**src/rtl/instr_sequencer_if.sv**
```systemverilog
// -----------------------------------------------------------------------------
// instr_sequencer_if
//   Bundles the sequencer's control, instruction-memory and data-memory
//   signals so the sequencer and its environment connect through one port.
//
//   master modport (sequencer side)
//     in : start, im_ack, im_data, status, dm_ack
//     out: im_req, im_addr, opcode, literal, exec_en, dm_req, pc, halted
//   slave modport (environment side): the same signals, directions reversed.
// -----------------------------------------------------------------------------
interface instr_sequencer_if #(
  parameter int unsigned PC_W  = 8,
  parameter int unsigned OP_W  = 7,
  parameter int unsigned LIT_W = 8
);
  localparam int unsigned IW = OP_W + LIT_W;

  logic              start;
  logic              im_req;
  logic [PC_W-1:0]   im_addr;
  logic              im_ack;
  logic [IW-1:0]     im_data;
  logic [OP_W-1:0]   opcode;
  logic [LIT_W-1:0]  literal;
  logic              exec_en;
  logic [3:0]        status;
  logic              dm_req;
  logic              dm_ack;
  logic [PC_W-1:0]   pc;
  logic              halted;

  modport master (
    input  start, im_ack, im_data, status, dm_ack,
    output im_req, im_addr, opcode, literal, exec_en, dm_req, pc, halted
  );

  modport slave (
    output start, im_ack, im_data, status, dm_ack,
    input  im_req, im_addr, opcode, literal, exec_en, dm_req, pc, halted
  );
endinterface

```
**src/rtl/instr_sequencer.sv**
```systemverilog
// -----------------------------------------------------------------------------
// instr_sequencer
//   Multi-cycle fetch/decode/execute sequencer for the accumulator CPU.
//   Owns PC, the instruction register and the jump flags; handshakes with
//   instruction memory (im_req/im_ack) and data memory (dm_req/dm_ack);
//   emits a one-cycle exec_en commit strobe per ALU/MEM instruction.
//
//   Ports
//     clk    : rising-edge clock
//     reset  : asynchronous, active-high
//     bus    : instr_sequencer_if.master
//              start            leave IDLE and begin fetching at pc
//              im_req/im_addr   instruction fetch request / address (= pc)
//              im_ack/im_data   fetch complete / instruction word
//              opcode/literal   IR fields to decoder / datapath
//              exec_en          commit strobe
//              status           live ALU flags {V,C,N,Z}
//              dm_req/dm_ack    data-memory request / complete
//              pc               current program counter
//              halted           HALT executed
// -----------------------------------------------------------------------------
module instr_sequencer #(
  parameter int unsigned PC_W  = 8,
  parameter int unsigned OP_W  = 7,
  parameter int unsigned LIT_W = 8
) (
  input  logic                clk,
  input  logic                reset,
  instr_sequencer_if.master   bus
);
  localparam int unsigned IW = OP_W + LIT_W;

  localparam logic [2:0] S_IDLE   = 3'd0;
  localparam logic [2:0] S_FETCH  = 3'd1;
  localparam logic [2:0] S_DECODE = 3'd2;
  localparam logic [2:0] S_EXEC   = 3'd3;
  localparam logic [2:0] S_MEM    = 3'd4;
  localparam logic [2:0] S_HALT   = 3'd5;

  localparam logic [3:0] CLASS_MEM = 4'b0101;
  localparam logic [3:0] CLASS_JMP = 4'b1001;

  logic [2:0]       state_q, state_d;
  logic [PC_W-1:0]  pc_q,    pc_d;
  logic [IW-1:0]    ir_q,    ir_d;
  logic [3:0]       flags_q, flags_d;

  logic [OP_W-1:0]  op;
  logic [LIT_W-1:0] lit;
  logic             is_mem, is_jmp, is_halt;
  logic             jmp_taken;
  logic [PC_W-1:0]  pc_inc;
  logic [PC_W-1:0]  jmp_target;

  // Only Z and C steer jumps; N and V are kept in the flags register so the
  // whole status word is captured, but nothing reads them here.
  logic             unused_flags;
  assign unused_flags = flags_q[1] ^ flags_q[3];

  // ---------------------------------------------------------------------------
  // Instruction field decode (driven from the latched IR, never im_data)
  // ---------------------------------------------------------------------------
  assign op      = ir_q[IW-1 -: OP_W];
  assign lit     = ir_q[LIT_W-1:0];
  assign is_halt = (op == {OP_W{1'b1}});
  assign is_mem  = (op[OP_W-1 -: 4] == CLASS_MEM);
  assign is_jmp  = (op[OP_W-1 -: 4] == CLASS_JMP);

  assign pc_inc     = pc_q + PC_W'(1);
  assign jmp_target = lit[PC_W-1:0];

  // Jump conditions use the flags latched at the last ALU EXEC, not status.
  always_comb begin
    jmp_taken = 1'b0;
    case (op[2:0])
      3'b000:  jmp_taken = 1'b1;         // JMP
      3'b001:  jmp_taken = flags_q[0];   // JEQ
      3'b010:  jmp_taken = ~flags_q[0];  // JNE
      3'b011:  jmp_taken = flags_q[2];   // JCS
      default: jmp_taken = 1'b0;
    endcase
  end

  // ---------------------------------------------------------------------------
  // Next-state logic
  // ---------------------------------------------------------------------------
  always_comb begin
    state_d = state_q;
    pc_d    = pc_q;
    ir_d    = ir_q;
    flags_d = flags_q;

    case (state_q)
      S_IDLE: begin
        if (bus.start) state_d = S_FETCH;
      end

      S_FETCH: begin
        if (bus.im_ack) begin
          ir_d    = bus.im_data;
          state_d = S_DECODE;
        end
      end

      S_DECODE: begin
        if (is_halt)     state_d = S_HALT;
        else if (is_mem) state_d = S_MEM;
        else             state_d = S_EXEC;
      end

      S_EXEC: begin
        if (is_jmp) begin
          pc_d = jmp_taken ? jmp_target : pc_inc;
        end else begin
          flags_d = bus.status;
          pc_d    = pc_inc;
        end
        state_d = S_FETCH;
      end

      S_MEM: begin
        if (bus.dm_ack) begin
          pc_d    = pc_inc;
          state_d = S_FETCH;
        end
      end

      S_HALT: begin
        state_d = S_HALT;
      end

      default: begin
        state_d = S_IDLE;
      end
    endcase
  end

  // ---------------------------------------------------------------------------
  // State registers
  // ---------------------------------------------------------------------------
  always_ff @(posedge clk or posedge reset) begin
    if (reset) begin
      state_q <= S_IDLE;
      pc_q    <= '0;
      ir_q    <= '0;
      flags_q <= '0;
    end else begin
      state_q <= state_d;
      pc_q    <= pc_d;
      ir_q    <= ir_d;
      flags_q <= flags_d;
    end
  end

  // ---------------------------------------------------------------------------
  // Outputs: all state-decoded so reset clears requests in the same cycle.
  // exec_en in MEM follows dm_ack combinationally so the commit lines up with
  // the completing data-memory cycle.
  // ---------------------------------------------------------------------------
  assign bus.im_req  = (state_q == S_FETCH);
  assign bus.im_addr = pc_q;
  assign bus.opcode  = op;
  assign bus.literal = lit;
  assign bus.dm_req  = (state_q == S_MEM);
  assign bus.exec_en = ((state_q == S_EXEC) && !is_jmp) ||
                       ((state_q == S_MEM)  && bus.dm_ack);
  assign bus.pc      = pc_q;
  assign bus.halted  = (state_q == S_HALT);

endmodule

```
**src/flat_wrapper.sv**
```systemverilog
// flat-port wrapper written by rule: the top's interface ports become plain ports
module instr_sequencer_flat 
#(
  parameter int unsigned PC_W  = 8,
  parameter int unsigned OP_W  = 7,
  parameter int unsigned LIT_W = 8
)
  (clk, reset, bus_start, bus_im_ack, bus_im_data, bus_status, bus_dm_ack, bus_im_req, bus_im_addr, bus_opcode, bus_literal, bus_exec_en, bus_dm_req, bus_pc, bus_halted);
  instr_sequencer_if #(.PC_W(PC_W), .OP_W(OP_W), .LIT_W(LIT_W)) bus_i ();
  input  logic clk;
  input  logic reset;
  input wire logic [$bits(bus_i.start)-1:0] bus_start;
  input wire logic [$bits(bus_i.im_ack)-1:0] bus_im_ack;
  input wire logic [$bits(bus_i.im_data)-1:0] bus_im_data;
  input wire logic [$bits(bus_i.status)-1:0] bus_status;
  input wire logic [$bits(bus_i.dm_ack)-1:0] bus_dm_ack;
  output wire logic [$bits(bus_i.im_req)-1:0] bus_im_req;
  output wire logic [$bits(bus_i.im_addr)-1:0] bus_im_addr;
  output wire logic [$bits(bus_i.opcode)-1:0] bus_opcode;
  output wire logic [$bits(bus_i.literal)-1:0] bus_literal;
  output wire logic [$bits(bus_i.exec_en)-1:0] bus_exec_en;
  output wire logic [$bits(bus_i.dm_req)-1:0] bus_dm_req;
  output wire logic [$bits(bus_i.pc)-1:0] bus_pc;
  output wire logic [$bits(bus_i.halted)-1:0] bus_halted;
  assign bus_i.start = bus_start;
  assign bus_i.im_ack = bus_im_ack;
  assign bus_i.im_data = bus_im_data;
  assign bus_i.status = bus_status;
  assign bus_i.dm_ack = bus_dm_ack;
  assign bus_im_req = bus_i.im_req;
  assign bus_im_addr = bus_i.im_addr;
  assign bus_opcode = bus_i.opcode;
  assign bus_literal = bus_i.literal;
  assign bus_exec_en = bus_i.exec_en;
  assign bus_dm_req = bus_i.dm_req;
  assign bus_pc = bus_i.pc;
  assign bus_halted = bus_i.halted;
  instr_sequencer #(.PC_W(PC_W), .OP_W(OP_W), .LIT_W(LIT_W)) u_core (.clk(clk), .reset(reset), .bus(bus_i));
endmodule
```
**config.mk**
```make
export PLATFORM = sky130hd
export DESIGN_NAME = instr_sequencer_flat
export DESIGN_NICKNAME = d
export VERILOG_FILES = /design/src/rtl/instr_sequencer_if.sv /design/src/rtl/instr_sequencer.sv /design/src/flat_wrapper.sv
export SDC_FILE = /design/constraint.sdc
export NUM_CORES = 1
export LEC_CHECK = 0
export CORE_UTILIZATION = 39
export DETAILED_ROUTE_END_ITERATION = 8
export MAX_ROUTING_LAYER = met4
export PLACE_DENSITY = 0.81
export SYNTH_ARGS = -nofsm -noshare
export SYNTH_HDL_FRONTEND = slang
export SYNTH_SLANG_ARGS = --single-unit
```
**constraint.sdc**
```tcl
create_clock -name clk -period 1.8 [get_ports clk]
set_input_delay 0.36 -clock clk [delete_from_list [all_inputs] [get_ports clk]]
set_output_delay 0.36 -clock clk [all_outputs]
set_load 0.02 [all_outputs]
```
==> run metrics <==
maxcap violations 0; share of the synthesized area in the top cell type 0.4512; Setup WS pre-CTS -0.2416 ns; CTS clk-pin slew, worst paths 0.10 ns; area of the die 4238 um2; Worst Path Max Fanout 12; final hold viol count 0; PwrDens 1751 nW/um2; CTS tree done; Vias/cell 5.402; reg2reg start u_core.flags_q[0]; # nets final between 200 and 250; starting density of the core 0.4148; unique cell type count in the Yosys netlist 41; DR WL/cell around 16 um; Worst Slack Setup Final -0.04373 ns; DR vias 1399; Worst Setup Path Type reg2reg; critical path data arrival time 2.01 ns; Post-Syn Nets 163; flops & latches, synth 28; CTS sink cnt 28; Port Buffers 56; RSZ-0062 raised after global routing true; largest area contributor in the netlist dfrtp_1; Worst Skew 0.001701 ns; CP startpoint kind register; clk buf depth 2; Inst Count DP 249; GPL Wtd Cong 0.8456; Core Region roughly 3700 um2; Critical path origin u_core.flags_q[0]; status finished with violations; Remaining DRCs 0; Die W 65.10 um; r2r setup slk -0.04 ns; min Tclk post-route about 1.8 ns; fin. max-slew vios 0; Worst Tran Pin Value 0.3922 ns; overall routed net length about 4000 um; f_max 0.5424 GHz; Post-Syn Area around 1600 um2; vias in the first global route 1373; overall global routing resource usage 0.1992; leakage roughly 1.1 nW; first-iteration detailed-routing DRC count between 60 and 70; TritonRoute pass-1 iters 4; Worst setup EP type register; total grt overflow 0; total number of yosys warnings 0; Final Setup Violations 4; violated checks negative setup slack; post-route ant nets 0; Post-Syn Area per Cell 11.25 um2; root buf cell clkbuf_8; clock latency on the worst-skew pair 0.27 ns; HPWL Detailed 2808 um; total power 0.004262 W; critical path required time ~2 ns; Layout Cells excl Fill 259; Slew headroom 0.7381; top cells by area, synth dfrtp_1 45%, mux2_2 12%, buf_4 3.9%; Mapped Cells 138; Final period util 1.024; share of layout cells above drive strength 1 0.3081; Die H 65.10 um; Ant. Diodes 0; Syn-to-layout area delta 56.73%; initial antenna violation count 0; largest net degree at the start of global routing 29; sequential share of the synthesized area 0.4512; worst min path class in2async; global-route wire length before repair approximately 6300 um; Num CTS Buffers 3; Ports between 50 and 60; Peak VDD IR 1007 uV; Max H-tree Level 1; row cnt 22
[metrics by stage]
stage	TNS (ns)	hold WS, ns	util	instance area, um2
after floorplan	0	0.4254	-	1553
after global placement	-1.145	0.4924	0.5986	2241
after detailed placement	-2.029	0.5106	0.5986	2241
after CTS	-0.06324	0.4574	0.6220	2328
after global routing	-0.7127	0.4769	0.6501	2434
final	-0.1166	0.4451	0.6501	2434
[timing repair]
item                       CTS  global route
setup endpoints to repair    8            31
hold buffers                 0             0
buffers inserted             2             3
gates resized for setup      9            32
pin swaps                    1             4
gates cloned                 0             1
[logic make-up (layout without fill, tap and decap cells)]
logic type	Yosys count	count (layout)	synth area share
DFF	28	28	0.4512
buffers and inverters	22	95	0.09428
adders and majority gates	1	1	0.008057
AOI/OAI and AO/OA	21	21	0.1120
and+or+nand+nor	47	47	0.1950
muxes	19	19	0.1394
[cells in the final DEF (no fill, tap or decap), types with 2 or more instances in the layout]
| master | count |
|---|---|
| dlymetal6s2s_1 | 11 |
| a211o_1 | 2 |
| mux2_4 | 7 |
| nor3b_1 | 2 |
| clkbuf_8 | 3 |
| nand3_1 | 7 |
| nor2_1 | 6 |
| clkdlybuf4s50_1 | 40 |
| nand2_1 | 6 |
| nand3b_1 | 3 |
| o21ai_1 | 3 |
| dlygate4sd2_1 | 3 |
| a21oi_1 | 4 |
| buf_6 | 6 |
| o21ai_0 | 2 |
| buf_4 | 24 |
| nand4_1 | 4 |
| mux2_2 | 11 |
| nand4bb_1 | 2 |
| and3_1 | 5 |
| nor4b_1 | 2 |
| inv_1 | 5 |
| dfrtp_1 | 27 |
[critical path, cell delays in order (launching register included)]
cell	delay [ns]
dfrtp_1	0.41
mux2_4	0.32
a2111oi_4	0.41
buf_6	0.21
o21ai_1	0.08
a211o_1	0.31
[registers in the layout (all words and copies together) (netlist names)]
register and count:
u_core.ir_q 15, u_core.state_q 3, u_core.bus.im_addr 8, u_core.flags_q 2
[per-layer routing]
layer  wire [um]  track usage  up-vias
met5           0            -        -
met4          27      0.06522        0
met3         180      0.02083        4
met2        2199       0.3477       52
met1        1661       0.2414      688
li1            -            -      655
[Yosys cell counts (all sizes together)]
cell type and n:
nor3 1, nor4bb 2, a41oi 1, o22ai 1, o41ai 1, inv 5
a211o 2, nand4 4, or4 2, and3 5, nand2 7, and4 1
a21oi 4, nor2 6, nand4bb 2, mux2 18, nand3 7, dfrtp 28
o211ai 1, buf 17, a221oi 1, a2111oi 1, o21ai 5, a22oi 1
a311o 1, nor3b 3, and2 1, a211oi 2, mux2i 1, nand3b 3
nor4b 3, ha 1
[path summary, 6_finish.rpt]
kind	to	cells after the start
worst max-delay path	u_core.bus.im_addr[2]	5
worst max register to register	u_core.bus.im_addr[2]	5
min in group clk	u_core.flags_q[2]	1
worst min register to register	u_core.flags_q[2]	1
worst min-delay path	u_core.ir_q[8]	3
max in group asynchronous	u_core.bus.im_addr[5]	3
[report_power, final]
group / switching [W] / internal (W)
clock: 0.000202 / 0.000298
combinational: 0.00120 / 0.00136
sequential: 0.000287 / 0.000918
total: 0.00169 / 0.00257
[area by class of cell]
cell class	count	area (um2)
repair buffers	86	822.0
flip-flops and latches	28	701.9
fillers	297	1310
clock inverters	1	30.03
multi-input cells	88	759.5
clock buffers	3	41.29
well taps	48	60.06
inverters	5	18.77
Note: power is estimated with default switching activity, not from simulation.
